`src/rtl/mtpsa_pkg.sv`:
```
// mtpsa_pkg: shared tuser field map, digest width, FSM state encoding
// and a saturating counter helper for the digest-extract stage.
package mtpsa_pkg;

    // Bit positions inside the 304-bit switch-output tuser
    localparam int TU_PKT_LEN_LSB  = 0;
    localparam int TU_PKT_LEN_W    = 16;
    localparam int TU_SRC_PORT_LSB = 16;
    localparam int TU_DST_PORT_LSB = 24;
    localparam int TU_PORT_W       = 8;
    localparam int TU_DROP_BIT     = 32;
    localparam int TU_SEND_DIG_BIT = 40;
    localparam int TU_DIGEST_LSB   = 48;
    localparam int TU_META_W       = 48;

    localparam int DIGEST_W = 256;

    typedef enum logic [1:0] {
        ST_IDLE = 2'd0,
        ST_PASS = 2'd1,
        ST_DROP = 2'd2
    } state_t;

    function automatic logic [31:0] sat_inc(input logic [31:0] v);
        return (v == 32'hFFFF_FFFF) ? v : v + 32'd1;
    endfunction

endpackage

```
`src/rtl/mtpsa_digest_fifo.sv`:
```
// mtpsa_digest_fifo: synchronous FIFO with registered full/empty flags.
// Ports: clk/rst, i_push/i_data, i_pop, o_data (head), o_full, o_empty, o_count.
module mtpsa_digest_fifo
    import mtpsa_pkg::*;
#(
    parameter int W     = DIGEST_W,
    parameter int DEPTH = 4
) (
    input  logic              clk,
    input  logic              rst,
    input  logic              i_push,
    input  logic [W-1:0]      i_data,
    input  logic              i_pop,
    output logic [W-1:0]      o_data,
    output logic              o_full,
    output logic              o_empty,
    output logic [$clog2(DEPTH):0] o_count
);
    localparam int AW = $clog2(DEPTH);
    localparam logic [AW:0] LP_DEPTH = (AW+1)'(DEPTH);

    logic [W-1:0]  r_mem [DEPTH];
    logic [AW-1:0] r_wptr;
    logic [AW-1:0] r_rptr;
    logic [AW:0]   r_count;
    logic          r_full;
    logic          r_empty;
    logic          w_wr;
    logic          w_rd;
    logic [AW:0]   w_count_nxt;

    // Full is registered, so a pop in the same cycle never admits a push
    assign w_wr = i_push & ~r_full;
    assign w_rd = i_pop & ~r_empty;
    assign w_count_nxt = r_count + (AW+1)'(w_wr) - (AW+1)'(w_rd);

    always_ff @(posedge clk or posedge rst) begin
        if (rst) begin
            for (int i = 0; i < DEPTH; i++) r_mem[i] <= '0;
            r_wptr  <= '0;
            r_rptr  <= '0;
            r_count <= '0;
            r_full  <= 1'b0;
            r_empty <= 1'b1;
        end else begin
            if (w_wr) begin
                r_mem[r_wptr] <= i_data;
                r_wptr        <= r_wptr + 1'b1;
            end
            if (w_rd) r_rptr <= r_rptr + 1'b1;
            r_count <= w_count_nxt;
            r_full  <= (w_count_nxt == LP_DEPTH);
            r_empty <= (w_count_nxt == '0);
        end
    end

    assign o_data  = r_mem[r_rptr];
    assign o_full  = r_full;
    assign o_empty = r_empty;
    assign o_count = r_count;

endmodule

```
`src/rtl/mtpsa_digest_extract.sv`:
```
// mtpsa_digest_extract: forwards or drops packets by tuser drop bit, trims
// tuser to 128 bits, and queues per-packet digests toward the CPU.
// Ports: s_axis_* in, m_axis_* out (1-cycle registered), m_dig_* digest
// stream, pkt_drop_cnt/dig_drop_cnt saturating counters.
// Digest path built only when MTPSA_DIGEST_EN is defined.
module mtpsa_digest_extract
    import mtpsa_pkg::*;
#(
    parameter int C_AXIS_DATA_WIDTH    = 256,
    parameter int C_S_AXIS_TUSER_WIDTH = 304,
    parameter int C_M_AXIS_TUSER_WIDTH = 128,
    parameter int DIGEST_WIDTH         = 256,
    parameter int DIGEST_FIFO_DEPTH    = 4
) (
    input  logic                              axis_aclk,
    input  logic                              axis_rst,
    input  logic [C_AXIS_DATA_WIDTH-1:0]      s_axis_tdata,
    input  logic [C_AXIS_DATA_WIDTH/8-1:0]    s_axis_tkeep,
    input  logic [C_S_AXIS_TUSER_WIDTH-1:0]   s_axis_tuser,
    input  logic                              s_axis_tvalid,
    input  logic                              s_axis_tlast,
    output logic                              s_axis_tready,
    output logic [C_AXIS_DATA_WIDTH-1:0]      m_axis_tdata,
    output logic [C_AXIS_DATA_WIDTH/8-1:0]    m_axis_tkeep,
    output logic [C_M_AXIS_TUSER_WIDTH-1:0]   m_axis_tuser,
    output logic                              m_axis_tvalid,
    output logic                              m_axis_tlast,
    input  logic                              m_axis_tready,
    output logic [DIGEST_WIDTH-1:0]           m_dig_tdata,
    output logic                              m_dig_tvalid,
    input  logic                              m_dig_tready,
    output logic [31:0]                       pkt_drop_cnt,
    output logic [31:0]                       dig_drop_cnt
);
    state_t                            r_state;
    logic [C_AXIS_DATA_WIDTH-1:0]      r_m_tdata;
    logic [C_AXIS_DATA_WIDTH/8-1:0]    r_m_tkeep;
    logic [C_M_AXIS_TUSER_WIDTH-1:0]   r_m_tuser;
    logic                              r_m_tvalid;
    logic                              r_m_tlast;
    logic [31:0]                       r_pkt_drop_cnt;

    logic                              w_s_ready;
    logic                              w_hs;
    logic                              w_sop;
    logic                              w_drop;
    logic                              w_load;
    logic [C_M_AXIS_TUSER_WIDTH-1:0]   w_meta;

    // Dropped beats never touch the output register, so DROP never stalls
    assign w_s_ready = axis_rst ? 1'b0 :
                       (r_state == ST_DROP) ? 1'b1 :
                       (~r_m_tvalid | m_axis_tready);
    assign w_hs   = s_axis_tvalid & w_s_ready;
    assign w_sop  = w_hs & (r_state == ST_IDLE);
    assign w_drop = s_axis_tuser[TU_DROP_BIT];
    assign w_load = w_hs & ((r_state == ST_PASS) |
                            ((r_state == ST_IDLE) & ~w_drop));

    always_comb begin
        w_meta = '0;
        w_meta[TU_META_W-1:0] = s_axis_tuser[TU_META_W-1:0];
    end

    always_ff @(posedge axis_aclk or posedge axis_rst) begin
        if (axis_rst) begin
            r_state    <= ST_IDLE;
            r_m_tdata  <= '0;
            r_m_tkeep  <= '0;
            r_m_tuser  <= '0;
            r_m_tvalid <= 1'b0;
            r_m_tlast  <= 1'b0;
        end else begin
            unique case (r_state)
                ST_IDLE: begin
                    if (w_sop && !s_axis_tlast)
                        r_state <= w_drop ? ST_DROP : ST_PASS;
                end
                ST_PASS, ST_DROP: begin
                    if (w_hs && s_axis_tlast) r_state <= ST_IDLE;
                end
                default: r_state <= ST_IDLE;
            endcase
            if (w_load) begin
                r_m_tdata  <= s_axis_tdata;
                r_m_tkeep  <= s_axis_tkeep;
                r_m_tlast  <= s_axis_tlast;
                r_m_tvalid <= 1'b1;
                // metadata latched at SOP, held for the rest of the packet
                if (r_state == ST_IDLE) r_m_tuser <= w_meta;
            end else if (m_axis_tready) begin
                r_m_tvalid <= 1'b0;
            end
        end
    end

    always_ff @(posedge axis_aclk or posedge axis_rst) begin
        if (axis_rst)            r_pkt_drop_cnt <= '0;
        else if (w_sop && w_drop) r_pkt_drop_cnt <= sat_inc(r_pkt_drop_cnt);
    end

    assign s_axis_tready = w_s_ready;
    assign m_axis_tdata  = r_m_tdata;
    assign m_axis_tkeep  = r_m_tkeep;
    assign m_axis_tuser  = r_m_tuser;
    assign m_axis_tvalid = r_m_tvalid;
    assign m_axis_tlast  = r_m_tlast;
    assign pkt_drop_cnt  = r_pkt_drop_cnt;

`ifdef MTPSA_DIGEST_EN
    logic                               w_dig_push;
    logic                               w_dig_full;
    logic                               w_dig_empty;
    logic [$clog2(DIGEST_FIFO_DEPTH):0] w_dig_count;
    logic [31:0]                        r_dig_drop_cnt;
    logic                               w_unused_ok;

    // Digest is queued even when the packet itself is dropped
    assign w_dig_push = w_sop & s_axis_tuser[TU_SEND_DIG_BIT];

    mtpsa_digest_fifo #(
        .W     (DIGEST_WIDTH),
        .DEPTH (DIGEST_FIFO_DEPTH)
    ) u_fifo (
        .clk     (axis_aclk),
        .rst     (axis_rst),
        .i_push  (w_dig_push),
        .i_data  (s_axis_tuser[TU_DIGEST_LSB +: DIGEST_WIDTH]),
        .i_pop   (m_dig_tready),
        .o_data  (m_dig_tdata),
        .o_full  (w_dig_full),
        .o_empty (w_dig_empty),
        .o_count (w_dig_count)
    );

    assign m_dig_tvalid = ~w_dig_empty;

    always_ff @(posedge axis_aclk or posedge axis_rst) begin
        if (axis_rst)
            r_dig_drop_cnt <= '0;
        else if (w_dig_push && w_dig_full)
            r_dig_drop_cnt <= sat_inc(r_dig_drop_cnt);
    end

    assign dig_drop_cnt = r_dig_drop_cnt;
    assign w_unused_ok  = ^w_dig_count;
`else
    logic w_unused_ok;

    assign m_dig_tvalid = 1'b0;
    assign m_dig_tdata  = '0;
    assign dig_drop_cnt = '0;
    assign w_unused_ok  = ^{m_dig_tready,
                            s_axis_tuser[C_S_AXIS_TUSER_WIDTH-1:TU_META_W]};
`endif

endmodule
```
`config.mk`:
```
export PLATFORM = sky130hd
export DESIGN_NAME = mtpsa_digest_extract
export DESIGN_NICKNAME = d
export VERILOG_FILES = /design/src/rtl/mtpsa_pkg.sv /design/src/rtl/mtpsa_digest_fifo.sv /design/src/rtl/mtpsa_digest_extract.sv
export SDC_FILE = /design/constraint.sdc
export NUM_CORES = 1
export LEC_CHECK = 0
export BUFFER_PORTS_ARGS = -buffer_cell sky130_fd_sc_hd__buf_2
export CAP_MARGIN = 20
export CORE_AREA = 2 2 516 518
export DETAILED_ROUTE_END_ITERATION = 12
export DIE_AREA = 0 0 518 520
export PLACE_DENSITY = 0.3
export SLEW_MARGIN = 40
export SYNTH_ARGS = -nofsm -noshare
export SYNTH_HDL_FRONTEND = slang
export SYNTH_HIERARCHICAL = 1
export SYNTH_SLANG_ARGS = --single-unit
```
`constraint.sdc`:
```
create_clock -name axis_aclk -period 11.75 [get_ports axis_aclk]
set_input_delay 0.5875 -clock axis_aclk [delete_from_list [all_inputs] [get_ports axis_aclk]]
set_output_delay 0.5875 -clock axis_aclk [all_outputs]
set_load 0.02 [all_outputs]
```
==> run metrics <==
sequential fraction of the synthesis area 54.2%; Reg power frac 31.4%; vias in the first global route 11885; vias after detailed routing 12159; setup repair after global routing missed its margin false; class of the most critical setup path register to register; Worst Path Required 12.34 ns; vias per cell 2.15; # IOs 1338; CTS Root Cell clkbuf_16; Pint 3.96 mW; GRT Total Usage 8.49%; Clock Tree Buf Depth 3; Slew Limit Fails 0; Syn Area/Cell 13.5 um^2; final setup violation count 0; initial antenna violation count 193; Die Footprint 269000 um^2; Initial Util 6.51%; top post-synthesis cells by area dfrtp_1 54%, mux2_2 22%, buf_4 16%; fin crit share 30.0%; worst hold stages 2; top_reg_cell synth dfrtp_1; router iterations before antenna repair 4; proportion of layout cells with a drive suffix above 1 56.6%; Synth top area share 54.2%; GRT Residual Overflow 0; Core ar. 264000 um^2; synth warn 6; largest family of logic cells by synthesized area multiplexers; final core utilization 9.82%; largest net degree at the start of global routing 106; Die X 518 um; cell with the most instances after synthesis buf_4; clock share of power 27.5%; multiplexer share of the synthesized area 22.3%; EDFF count, synth 0; wire per inst 20.8 um; first-pass GRT wire length 144000 um; Row Count 189; DRC Markers 0; IO buf count 711; xor/xnor share of the synthesized area 1.33%; most frequent cells after synthesis 375 x buf_4, 372 x dfrtp_1, 340 x mux2_2; CTS tree built; Startpoint Class register; Setup Skew 0.0407 ns; Logic pwr share 41.1%; #FFs+latches synth 372; Routed Antenna Nets 0; CP Capture Type register; Hold Path End m_axis_tdata[240]; adder-cell area share of the yosys netlist 0.291%; Reg clk slew, reported paths 0.06 ns; max_cap viols 0; Num CTS Buffers 58; clk_lat worst skew 0.73 ns; VDD IR max 0.000135 V; Post-Synthesis Cells 1272; Post-Syn Area 17200 um^2; dominant cell type by area after synthesis dfrtp_1; Worst R2R Path Depth 8; fraction of registers with async set/reset 100%; Cell Pwr Density 267 nW/um^2; Final GP Congestion 0.742; Yosys cell types 43; total negative slack 0 ns; Max FO, Critical Path 74; worst-margin pin slew 0.725 ns; reg2reg start r_state[0]; total wire length 118000 um; Final Hold Fails 0; area grow syn2layout 50.9%; Tmin final 3.52 ns; post-DP HPWL 102000 um; Final nets 2621; Min-Delay Path Class input port to register; compound-gate portion of the synthesized area 0.736%; Max H-tree Level 2; Post-Synth Simple-Gate Area 3.08%; clk sink count 372; static leakage 11.5 nW; Crit path arrival time 4.11 ns; worst r2r dst m_axis_tdata[144]; min-delay src s_axis_tdata[240]; chip height 520 um; Sw Ratio 42.8%; Max transition margin 51.7%; initial drt markers 388; CTS resizes 0; maximum clock frequency 0.284 GHz; Switching Power 2.97 mW; status finished, final reports clean; R2R Setup Slk 8.23 ns
-- stage by stage --
stage	std cells	instance area, um^2	setup slack [ns]	hold WS (ns)	power [mW]
2_1_floorplan	1640	18600	0.832	0.503	3.79
3_3_place_gp	5481	23600	7.93	0.483	5.23
3_5_place_dp	5483	23700	8.22	0.487	5.25
4_1_cts	5601	25800	8.19	0.000250	7.25
5_1_grt	5611	25800	8.01	0.0406	7.33
6_report	5657	25900	8.23	0.0802	6.92
-- cells by family after synthesis --
| kind of cell | after synthesis |
|---|---|
| adder cells (fa/ha/maj) | 4 |
| flip-flops | 372 |
| AND/OR/NAND/NOR | 91 |
| multiplexers | 340 |
| AO/OA/AOI/OAI | 17 |
| other | 1 |
| buffers and inverters | 421 |
| XOR/XNOR | 26 |
-- repair_timing --
action | in CTS | in global routing
hold buffers | 9 | 0
buffers inserted | 0 | 0
endpoints found under the hold margin | 47 | 0
endpoints found under the setup margin | 0 | 0
-- final cells by class --
type	instances	area [um^2]
sequential	372	9310
multi-input combinational	847	6180
clock buffer	83	1630
fill	30602	238000
tap	3533	4420
antenna	56	140
clock inverter	26	402
inverter	9	46.3
timing repair buffer	731	3790
-- critical path: stages (launching register included) --
cell and delay (ns):
dfrtp_1 0.38, inv_1 0.09, ha_1 0.28, nor3b_2 0.61, nor3b_2 0.23, nand2_8 0.42
buf_12 0.46, buf_16 0.33, mux2_2 0.38
-- layer usage --
layer	GRT usage (%)	wire (um)	vias to the layer above
met4	1.95	2600	168
met3	8.08	23300	280
met5	0	1080	-
met1	7.31	35100	5709
met2	14.2	55800	849
li1	-	-	5153
-- worst max-delay path by stage --
stage	start	to	slack, ns	depth (start not counted)
finish	r_state[0]	m_axis_tdata[144]	8.23	8
global route	r_state[0]	m_axis_tdata[154]	8.01	8
CTS	r_state[0]	m_axis_tdata[170]	8.19	8
detailed placement	r_state[0]	m_axis_tdata[170]	8.22	8
global placement	r_state[0]	m_axis_tkeep[1]	7.93	7
floorplan	axis_rst	m_axis_tdata[0]	0.83	1
-- power by group through the flow --
stage          registers (mW)  logic [mW]  clock network, mW
2_1_floorplan            2.93       0.863                  0
3_3_place_gp             2.19        3.05                  0
3_5_place_dp             2.19        3.05                  0
4_1_cts                  2.18        3.06               2.01
5_1_grt                  2.26        3.03               2.04
6_report                 2.17        2.84               1.90
-- cell usage in the layout, fill, tap and decap left out, drive strengths merged, types with 11 or more instances in the layout --
cell type  instances
mux2             340
conb             369
nor2              15
clkinv            12
clkbuf            83
nand4             11
inv               13
buf              722
diode             56
nand3             11
dfrtp            372
xnor2             12
xor2              14
nand2             20
-- state kept, by name, summed over array words and instances (netlist names) --
register and cells:
m_axis_tdata 256, m_axis_tlast 1, m_axis_tvalid 1, m_axis_tkeep 32, m_axis_tuser 48, r_state 2, pkt_drop_cnt 32
No activity file was read; power rests on OpenSTA's default activity.
